===== config.mk =====
export PLATFORM = sky130hd
export DESIGN_NAME = turbo_interleaver
export DESIGN_NICKNAME = d
export VERILOG_FILES = /design/src/rtl/turbo_pkg.sv /design/src/rtl/pp_bitbuf.sv /design/src/rtl/turbo_interleaver.sv
export SDC_FILE = /design/constraint.sdc
export NUM_CORES = 1
export LEC_CHECK = 0
export CELL_PAD_IN_SITES_DETAIL_PLACEMENT = 0
export CELL_PAD_IN_SITES_GLOBAL_PLACEMENT = 1
export CORE_UTILIZATION = 35
export DETAILED_ROUTE_END_ITERATION = 12
export PLACE_DENSITY_LB_ADDON = 0.15
export SETUP_SLACK_MARGIN = 0.02
export SYNTH_ARGS = -nofsm -noshare
export SYNTH_HDL_FRONTEND = slang
export SYNTH_SLANG_ARGS = --single-unit

===== constraint.sdc =====
create_clock -name clk -period 6 [get_ports clk]
set_input_delay 1.2 -clock clk [delete_from_list [all_inputs] [get_ports clk]]
set_output_delay 1.2 -clock clk [all_outputs]
set_load 0.03 [all_outputs]

===== src/rtl/turbo_pkg.sv =====
// Shared constants, FSM encodings and the column-major address map used by
// the turbo interleaver and its ping-pong bit buffer.
package turbo_pkg;

  localparam int ROWS      = 8;
  localparam int COLS      = 8;
  localparam int FRAME_LEN = ROWS * COLS;
  localparam int AW        = $clog2(FRAME_LEN);
  localparam int RB        = $clog2(ROWS);

  localparam logic [AW-1:0] LAST_ADDR = '1;

  localparam logic [0:0] W_IDLE  = 1'b0;
  localparam logic [0:0] W_FILL  = 1'b1;
  localparam logic [0:0] R_IDLE  = 1'b0;
  localparam logic [0:0] R_DRAIN = 1'b1;

  // (k % ROWS) * COLS + k / ROWS; with power-of-two dimensions this is a
  // rotation of the counter bits: row index on top, column index below.
  function automatic logic [AW-1:0] il_addr(input logic [AW-1:0] k);
    return {k[RB-1:0], k[AW-1:RB]};
  endfunction

endpackage


===== src/rtl/pp_bitbuf.sv =====
// Two FRAME_LEN x 1 bit banks with one write port, one asynchronous read port
// and a full flag per bank; the owning FSMs decide when flags change.
module pp_bitbuf
  import turbo_pkg::*;
(
  input  logic          clk,
  input  logic          rst,
  input  logic          wr_en_i,
  input  logic          wr_bank_i,
  input  logic [AW-1:0] wr_addr_i,
  input  logic          wr_data_i,
  input  logic          set_full_i,
  input  logic          rd_bank_i,
  input  logic [AW-1:0] rd_addr_i,
  output logic          rd_data_o,
  input  logic          clr_full_i,
  output logic [1:0]    full_o,
  output logic [1:0]    avail_o
);

  logic [FRAME_LEN-1:0] bank_q [2];
  logic [1:0]           full_q, full_d;
  logic [1:0]           clr_mask, set_mask;

  // NOTE: bank storage has no reset; every address of a bank is written
  // (data or pad) before its full flag is raised, so stale bits never leak.
  always_ff @(posedge clk) begin
    if (wr_en_i) bank_q[wr_bank_i][wr_addr_i] <= wr_data_i;
  end

  assign rd_data_o = bank_q[rd_bank_i][rd_addr_i];

  always_comb begin
    clr_mask = '0;
    set_mask = '0;
    if (clr_full_i) clr_mask[rd_bank_i] = 1'b1;
    if (set_full_i) set_mask[wr_bank_i] = 1'b1;
  end

  // A bank freed by the drain side this cycle is already available to the fill side.
  assign avail_o = ~(full_q & ~clr_mask);
  assign full_d  = (full_q & ~clr_mask) | set_mask;
  assign full_o  = full_q;

  always_ff @(posedge clk) begin
    if (!rst) full_q <= '0;
    else      full_q <= full_d;
  end

endmodule


===== src/rtl/turbo_interleaver.sv =====
// Row-write / column-read block interleaver between the nibble serializer and
// the second RSC encoder, double-buffered so one frame fills while another drains.
module turbo_interleaver
  import turbo_pkg::*;
(
  input  logic clk,
  input  logic rst,
  input  logic in_bit,
  input  logic in_en,
  output logic out_bit,
  output logic out_en,
  output logic frame_sop,
  output logic overrun
);

  logic [0:0]    w_state_q, w_state_d;
  logic [AW-1:0] waddr_q, waddr_d;
  logic          pad_q, pad_d;
  logic          drop_q, drop_d;
  logic          fill_sel_q, fill_sel_d;
  logic [0:0]    rd_state_q, rd_state_d;
  logic [AW-1:0] k_q, k_d;
  logic          drain_sel_q, drain_sel_d;
  logic          out_bit_q, out_bit_d, out_en_q, out_en_d;
  logic          sop_q, sop_d, overrun_q, overrun_d;

  logic          wr_en, wr_data, set_full, clr_full, rd_data;
  logic [AW-1:0] rd_addr;
  logic [1:0]    full, avail;

  assign rd_addr = il_addr(k_q);

  pp_bitbuf u_buf (
    .clk        (clk),
    .rst        (rst),
    .wr_en_i    (wr_en),
    .wr_bank_i  (fill_sel_q),
    .wr_addr_i  (waddr_q),
    .wr_data_i  (wr_data),
    .set_full_i (set_full),
    .rd_bank_i  (drain_sel_q),
    .rd_addr_i  (rd_addr),
    .rd_data_o  (rd_data),
    .clr_full_i (clr_full),
    .full_o     (full),
    .avail_o    (avail)
  );

  // NOTE: every signal written here gets a default first, so no latch is inferred.
  always_comb begin
    w_state_d  = w_state_q;
    waddr_d    = waddr_q;
    pad_d      = pad_q;
    drop_d     = drop_q;
    fill_sel_d = fill_sel_q;
    overrun_d  = overrun_q;
    wr_en      = 1'b0;
    wr_data    = 1'b0;
    set_full   = 1'b0;
    case (w_state_q)
      W_IDLE: begin
        if (drop_q) begin
          if (!in_en) drop_d = 1'b0;
        end else if (in_en) begin
          if (avail[fill_sel_q]) begin
            wr_en     = 1'b1;
            wr_data   = in_bit;
            waddr_d   = AW'(1);
            w_state_d = W_FILL;
          end else begin
            drop_d    = 1'b1;
            overrun_d = 1'b1;
          end
        end
      end
      W_FILL: begin
        // Once in_en drops the rest of the frame is zero-padded, ignoring in_en.
        wr_en   = 1'b1;
        wr_data = in_bit & in_en & ~pad_q;
        if (waddr_q == LAST_ADDR) begin
          set_full   = 1'b1;
          fill_sel_d = ~fill_sel_q;
          waddr_d    = '0;
          pad_d      = 1'b0;
          w_state_d  = W_IDLE;
        end else begin
          waddr_d = waddr_q + 1'b1;
          pad_d   = pad_q | ~in_en;
        end
      end
    endcase
  end

  always_comb begin
    rd_state_d  = rd_state_q;
    k_d         = k_q;
    drain_sel_d = drain_sel_q;
    clr_full    = 1'b0;
    out_en_d    = 1'b0;
    out_bit_d   = 1'b0;
    sop_d       = 1'b0;
    case (rd_state_q)
      R_IDLE: begin
        if (full[drain_sel_q]) begin
          rd_state_d = R_DRAIN;
          k_d        = '0;
        end
      end
      R_DRAIN: begin
        out_en_d  = 1'b1;
        out_bit_d = rd_data;
        sop_d     = (k_q == '0);
        if (k_q == LAST_ADDR) begin
          clr_full    = 1'b1;
          drain_sel_d = ~drain_sel_q;
          k_d         = '0;
          if (!full[~drain_sel_q]) rd_state_d = R_IDLE;
        end else begin
          k_d = k_q + 1'b1;
        end
      end
    endcase
  end

  always_ff @(posedge clk) begin
    if (!rst) begin
      w_state_q   <= W_IDLE;
      waddr_q     <= '0;
      pad_q       <= 1'b0;
      drop_q      <= 1'b0;
      fill_sel_q  <= 1'b0;
      rd_state_q  <= R_IDLE;
      k_q         <= '0;
      drain_sel_q <= 1'b0;
      out_bit_q   <= 1'b0;
      out_en_q    <= 1'b0;
      sop_q       <= 1'b0;
      overrun_q   <= 1'b0;
    end else begin
      w_state_q   <= w_state_d;
      waddr_q     <= waddr_d;
      pad_q       <= pad_d;
      drop_q      <= drop_d;
      fill_sel_q  <= fill_sel_d;
      rd_state_q  <= rd_state_d;
      k_q         <= k_d;
      drain_sel_q <= drain_sel_d;
      out_bit_q   <= out_bit_d;
      out_en_q    <= out_en_d;
      sop_q       <= sop_d;
      overrun_q   <= overrun_d;
    end
  end

  assign out_bit   = out_bit_q;
  assign out_en    = out_en_q;
  assign frame_sop = sop_q;
  assign overrun   = overrun_q;

endmodule

==> results by stage, run 1 <==
Critical path:
- The setup path with the least slack is of type flop to flop.
- The required time at the worst-slack endpoint is 6120 ps.
- The peak fanout along the critical path is 21.
- STA classifies the critical path startpoint as a flop.
- The sort of element at the end of the critical path is a flop.
- Data arrives at the worst endpoint at 3860 ps.

Floorplanning:
- The initial utilization of the core area, before any placement, comes to 0.358.
- The total core area is 0.0195 sq mm.
- The floorplan row count is 51.
- The die covers 0.0205 sq mm.
- The number of ports placed on the die boundary is 8.
- Measured along the y axis, the die boundary spans 143 um.
- The chip width is 143 um.

Synthesis:
- The post-synthesis average cell area is 12.1 sq um.
- The proportion of synthesized chip area in sequential cells is 0.624.
- The register bit count reported by yosys is 153.
- After synthesis, the share of flip-flops with an asynchronous set or reset is 0.
- The synthesized area is 0.00697 sq mm.
- The number of distinct library cells after synthesis is 51.
- Sorting the synthesized cells by area gives the leading types as sky130_fd_sc_hd__edfxtp_1 (55%), sky130_fd_sc_hd__nor2_1 (7.9%), sky130_fd_sc_hd__dfxtp_1 (7.2%).
- The Yosys warning count is 0.
- The number of enable-type register cells in the synthesized netlist is 128.
- The main flop type after synthesis is sky130_fd_sc_hd__edfxtp_1.
- The leading area contributor after synthesis is sky130_fd_sc_hd__edfxtp_1.
- Of the post-synthesis cell area, the dominant cell type holds 0.552.
- The synthesized net count is 583.
- The number of instances in the synthesized netlist is 574.

GRT:
- Entering global routing, the biggest net connects 129 pins.
- The initial antenna violation count came to 0.
- The via count of the first global-routing pass is 4287.
- The global routing usage summed across all routing layers is 0.173.
- The global-route wire length before repair is 25300 um.
- Global routing finished with a remaining overflow of 0.

Routing:
- After detailed routing, the number of remaining DRC violations is 0.
- The initial DRC count is 308.
- Using the TritonRoute via totals, the vias-per-cell ratio works out to 5.04.
- The length of the first detailed-routing pass in iterations is 4.
- The mean routed wirelength per cell is 19.2 um.
- The final routed wirelength across all metal layers is 16200 um.
- For this block, the via count after detailed routing is 4265.
- The count of nets left with antenna violations once routing finished came out at 0.

Layout:
- In the layout the commonest cells are sky130_fd_sc_hd__nor2_1 (145), sky130_fd_sc_hd__edfxtp_1 (128), sky130_fd_sc_hd__nand2_1 (39), sky130_fd_sc_hd__mux2i_1 (38), sky130_fd_sc_hd__dfxtp_1 (24).
- The filler cells instantiated in the layout total 1842.
- Leaving out filler cells and counting taps, the final layout contains 847.
- The combined area of the multi-input logic cells is 0.00239 sq mm.
- The sequential standard cell area is 0.00435 sq mm.
- The post-synthesis to final-layout area growth is 12.7%.
- Of the cells placed in the final design, the portion with a size suffix greater than 1 is 0.101.
- The library cell used most frequently in the layout, excluding fill and tap cells, is sky130_fd_sc_hd__nor2_1.
- The net count of the finished layout is 578.
- The repair_antennas step left the layout with diodes totalling 0.

Timing:
- Timing would allow up to 267 MHz.
- Dividing the final minimum period by the clock period gives 0.624.
- The final hold violation count is 0.
- The final count of pins violating max slew is 0.
- Setup violations remaining at the end of the flow were counted as 0.
- Setup repair after global routing left no endpoint under its margin.
- The slew at the pin closest to its max-slew limit is 1130 ps.
- In this run the tightest slew margin relative to its limit is 0.248.
- The final clock skew is 12.0 ps.
- For the finished layout, the period the worst path requires is 3750 ps.
- Adding up every negative setup slack in the final design gives 0 ps.

Placed design:
- Port buffering added 7 buffers.
- Routability-driven placement finished with a final weighted congestion of 0.760.
- The number of placed cells counting well taps is 815.
- Summed over all nets, the half-perimeter wirelength after detailed placement is 10200 um.

Clock tree:
- In this run the deepest clock path goes through 2 buffers.
- The worst-skew pair later-pin latency is 430 ps.
- The total CTS buffers is 17.
- Buffers inserted to repair hold after CTS numbered 0.
- The number of setup buffers added after CTS is 0.
- The cell sitting at the root of the clock tree is a sky130_fd_sc_hd__clkbuf_16.
- Gates resized during post-CTS repair numbered 0.
- The clock transition at the registers of the reported paths is 60 ps.
- The clock tree from TritonCTS is built.
- The H-tree depth is 4.
- CTS saw 153 sinks.

Power:
- VDD sags by at most 0.000157 V.
- The power density over the cells is 303 mW/mm^2.
- In this run the static leakage power is 2.38 nW.

Run:
- The number of max-cap violations is 0.

Min path:
- The min-delay analysis places its worst path in the category flop to flop.

Run status:
- The run finished with clean final reports.
[sequential cells by signal, summed over array words and instances, names as in the netlist, 2 cells and up, named ones only]
| name | cells |
|---|---|
| k_q | 6 |
| u_buf.bank_q | 128 |
| u_buf.full_o | 2 |
| waddr_q | 6 |
[cell families after synthesis]
kind of cell / synth area share
xor+xnor: 0.00377
simple gates: 0.157
compound gates: 0.0587
fa+ha+maj: 0.00898
mux: 0.114
buf+inv: 0.0338
flops: 0.624
[where the power goes]
part           internal [mW]  switching (mW)
Combinational        0.00949          0.0344
Clock                  0.739           0.434
Sequential              1.16         0.00510
[per-stage QoR]
step | setup slack, ps | utilization | hold slack (ps) | total power, mW | cell area [sq um]
after global routing | 1900 | 0.403 | 511 | 2.45 | 7850
after global placement | 2370 | 0.370 | 446 | 1.23 | 7200
after floorplan | 554 | - | 437 | 1.21 | 6970
after CTS | 2250 | 0.403 | 466 | 2.40 | 7850
after detailed placement | 2270 | 0.370 | 452 | 1.23 | 7200
final | 2250 | 0.403 | 462 | 2.38 | 7850
[Yosys cell counts (all sizes together), types with 2 or more instances]
cell type and count:
mux4 17, inv 11, clkbuf 16, o221ai 2, mux2i 38, a211oi 3
o21ai 14, xnor2 3, ha 5, a22oi 9, edfxtp 128, buf 18
nand3 18, o21a 2, dfxtp 25, a21oi 11, o22ai 2, nand4b 2
nor4 4, a31oi 7, nor3 3, nor2b 20, nand4 3, and2 8
mux2 2, or3 2, a211o 2, or2 2, nor2 146, nand2 39
[critical path: stages (launching register included)]
cell and delay, ps:
sky130_fd_sc_hd__dfxtp_1 910, sky130_fd_sc_hd__nand4_1 170, sky130_fd_sc_hd__inv_1 110, sky130_fd_sc_hd__nand3_1 120
sky130_fd_sc_hd__inv_1 170, sky130_fd_sc_hd__ha_1 180, sky130_fd_sc_hd__nor3b_1 60, sky130_fd_sc_hd__a21oi_2 320
sky130_fd_sc_hd__a31oi_2 250, sky130_fd_sc_hd__nor2b_1 240, sky130_fd_sc_hd__nand2_1 580, sky130_fd_sc_hd__nor2_1 300
[path summary, 6_finish.rpt]
check / from / endpoint / slack [ps] / depth (start not counted)
setup / recovery: k_q[3] / u_buf.bank_q[0][2] / 2250 / 11
hold / removal: overrun / overrun / 460 / 1
setup reg to reg: k_q[3] / u_buf.bank_q[0][2] / 2250 / 11
hold reg to reg: overrun / overrun / 460 / 1
[final cells by class]
type / instances / area share
flip-flops and latches: 153 / 0.553
multi-input cells: 376 / 0.305
repair buffers: 10 / 0.0118
inverters: 11 / 0.00526
clock buffers: 17 / 0.0542
clock inverters: 15 / 0.0284
well taps: 265 / 0.0422
[per-layer routing]
metal  up-vias  part of all wire  track usage
met5         -                 0            0
met4         0             0.011       0.0566
met2        45              0.49        0.282
met1      2140              0.47        0.227
li1       2066                 -            -
met3        14             0.027       0.0402
Power figures use the tool's default switching activity.
==> inputs of run 2 (changes only) <==
Clock period 6 ns to 3.8 ns, I/O delays scaled along.
==> run 2 against run 1 <==
  * Die area unchanged
  * Clock power up 32%
  * Wire length about the same
  * Largest cell class unchanged
==> results by stage, run 2 (same netlist as run 1, synthesis figures left out) <==
GRT:
- For this run, global-route usage on met2 was measured as 0.267.
- The initial antenna violation count is 0.
- The first global-routing pass estimated 25300 um of wire.
- The largest net degree at the start of global routing is 129.
- The met3 track utilization from global routing is 0.0419.
- After global routing, the most crowded layer is met2.
- The via count of the first global-routing pass came to 4253.
- The total global routing overflow is 0.
- The routing usage on met1 is 0.238.
- The global routing usage summed across all routing layers is 0.173.

Critical path:
- Of all nets on the critical path, the largest fanout is 14.
- The startpoint-to-endpoint class of the critical path is flop to flop.
- The arrival time reported for the critical path endpoint is 3540 ps.
- The sort of element at the end of the critical path is a flop.
- The required time at the worst-slack endpoint is 3910 ps.
- The critical path startpoint category is a flop.

Layout:
- The combined area of the multi-input logic cells is 0.00240 sq mm.
- The number of flip-flops in the largest register is 128.
- The number of diodes added for antenna fixing is 0.
- The finished cells cover 0.00783 sq mm.
- The largest registers in the layout are u_buf.bank_q: 128 flops, k_q: 6 flops, waddr_q: 6 flops.
- The share of cells above drive strength 1 is 0.107.
- The register name with the most flops is u_buf.bank_q.
- The top cell types in the final layout, fill and taps aside, are sky130_fd_sc_hd__nor2_1 (145), sky130_fd_sc_hd__edfxtp_1 (128), sky130_fd_sc_hd__nand2_1 (38), sky130_fd_sc_hd__mux2i_1 (38), sky130_fd_sc_hd__dfxtp_1 (24).
- The library cell used most frequently in the layout, excluding fill and tap cells, is sky130_fd_sc_hd__nor2_1.
- Counting the fill cells in the layout gives 1860.
- Registers take 0.00435 sq mm.
- The area growth from synthesis to layout is 12.4%.
- The net count of the finished layout is 586.

Run:
- The number of max-cap violations is 0.

Run status:
- The flow ran to the end, and the final reports show no timing, DRC or antenna violations.

Clock tree:
- The tree is rooted in a sky130_fd_sc_hd__clkbuf_16.
- The number of buffers inserted by post-CTS setup repair is 0.
- The H-tree depth is 4.
- Clock-pin slew was measured on the worst setup and hold paths at 60 ps.
- In this run the deepest clock path goes through 2 buffers.
- The total CTS buffers is 17.
- The total of hold buffers inserted after clock tree synthesis is 0.
- The post-cts gate resize count is 0.
- TritonCTS built the clock tree.
- CTS saw 153 sinks.
- Clock latency on the worst-skew pair, taken at its later pin, is 420 ps.

Power:
- The portion of total power attributed to combinational logic is 0.021.
- The reported leakage power is 2.36 nW.
- Power spread over the standard cell area amounts to 441 mW/mm^2.
- The switching part of the total power is 0.211.
- The internal power summed over all cells is 2.73 mW.
- Of the total power, the clock network draws 0.449.
- Across the VDD grid, the largest voltage drop is 0.000315 V.
- The sequential power share is 0.530.
- The net switching power of the design is 729 uW.

Timing:
- Setup repair after global routing left no endpoint under its margin.
- Across all hold checks on the routed design, the worst slack comes to 462 ps.
- The tightest slew margin relative to the limit is 0.542.
- The final hold violation count came to 0.
- Setup total negative slack on the finished layout was measured at 0 ps.
- At the pin with the least slew margin, the transition time is 685 ps.
- Dividing the final minimum period by the clock period gives 0.903.
- Based on the critical path, the design can be clocked at up to 291 MHz.
- Setup violations remaining at the end of the flow were counted as 0.
- The final count of pins violating max slew came to 0.
- The final clock skew is 14.2 ps.
- The minimum period implied by the final worst setup slack is 3430 ps.

Routing:
- Dividing the detail-routed wire length by the instance count gives 19.0 um.
- The via density per instance is 5.08.
- For this run, design rule violations remaining after detail routing come to 0.
- In this run the remaining antenna-violating nets after routing total 0.
- The length of the first detailed-routing pass in iterations is 4.
- The initial DRC count is 293.
- The overall via count from detail_route is 4340.
- After detailed routing, the total wire length is 16200 um.

Floorplanning:
- In this run the standard cell core region covers 0.0195 sq mm.
- The floorplan die height is 143 um.
- In this run the count of I/O pins placed on the die edge is 8.
- Measured along the x axis, the die boundary spans 143 um.
- The die covers 0.0205 sq mm.
- The initial core utilization is 0.358.
- Row generation in the floorplan step produced 51 rows.

Placed design:
- During placement, the flow inserted port buffers numbering 7.
- The global placement routability congestion is 0.789.
- The detailed placement HPWL is 10400 um.
- The post-detailed-placement cell area is 0.00729 sq mm.

Min path:
- The worst hold-check path type is flop to flop.
[run 2: changes by cell type in the layout (fill, tap and decap cells not counted), moves of 2 or more]
cell / previous run / this run
sky130_fd_sc_hd__clkinvlp_4: 3 / 6
sky130_fd_sc_hd__inv_6: 3 / 1
sky130_fd_sc_hd__bufinv_16: 5 / 1
sky130_fd_sc_hd__clkinv_1: 0 / 4
sky130_fd_sc_hd__buf_4: 3 / 9
sky130_fd_sc_hd__buf_12: 0 / 2
[run 2: cell type report]
cell class                      instances  area share
Clock buffer                           17      0.0544
Clock inverter                         14      0.0139
Inverter                               11     0.00528
Multi-Input combinational cell        376       0.306
Sequential cell                       153       0.555
Tap cell                              265      0.0424
Timing Repair Buffer                   18      0.0227
[run 2: final timing paths]
path,slack [ps],endpoint,depth (start not counted),from
worst max-delay path,370,u_buf.bank_q[1][40],12,k_q[0]
worst min-delay path,460,overrun,1,overrun
worst max register to register,370,u_buf.bank_q[1][40],12,k_q[0]
worst min register to register,460,overrun,1,overrun
[run 2: metrics by stage]
step	std cells	total power [mW]	util	worst slack [ps]
final	854	3.45	0.402	367
after global routing	854	3.57	0.402	28.7
after CTS	854	3.49	0.402	354
after detailed placement	823	1.94	0.375	381
after global placement	823	1.94	0.375	463
after floorplan	574	1.91	-	606
[run 2: routing by layer]
| metal | up-vias | share of wire |
|---|---|---|
| met5 | - | 0 |
| met2 | 74 | 0.46 |
| met4 | 0 | 0.015 |
| li1 | 2080 | - |
| met1 | 2173 | 0.49 |
| met3 | 13 | 0.034 |
[run 2: critical path, cell delays in order, from the launching register on]
cell and delay (ps):
sky130_fd_sc_hd__dfxtp_1 560, sky130_fd_sc_hd__ha_1 280, sky130_fd_sc_hd__nand4_1 110, sky130_fd_sc_hd__inv_1 80, sky130_fd_sc_hd__nand3_1 130, sky130_fd_sc_hd__inv_1 150, sky130_fd_sc_hd__ha_1 170, sky130_fd_sc_hd__nor2b_1 70
sky130_fd_sc_hd__a21oi_2 260, sky130_fd_sc_hd__a31oi_2 240, sky130_fd_sc_hd__nor2_1 350, sky130_fd_sc_hd__nand2_1 460, sky130_fd_sc_hd__nor2_1 270
[run 2: power groups by stage]
| stage | combinational (mW) | clock [mW] | sequential (mW) |
|---|---|---|---|
| 2_1_floorplan | 0.0495 | 0 | 1.86 |
| 3_3_place_gp | 0.0708 | 0 | 1.87 |
| 3_5_place_dp | 0.0728 | 0 | 1.87 |
| 4_1_cts | 0.0729 | 1.59 | 1.83 |
| 5_1_grt | 0.0810 | 1.66 | 1.83 |
| 6_report | 0.0724 | 1.55 | 1.83 |
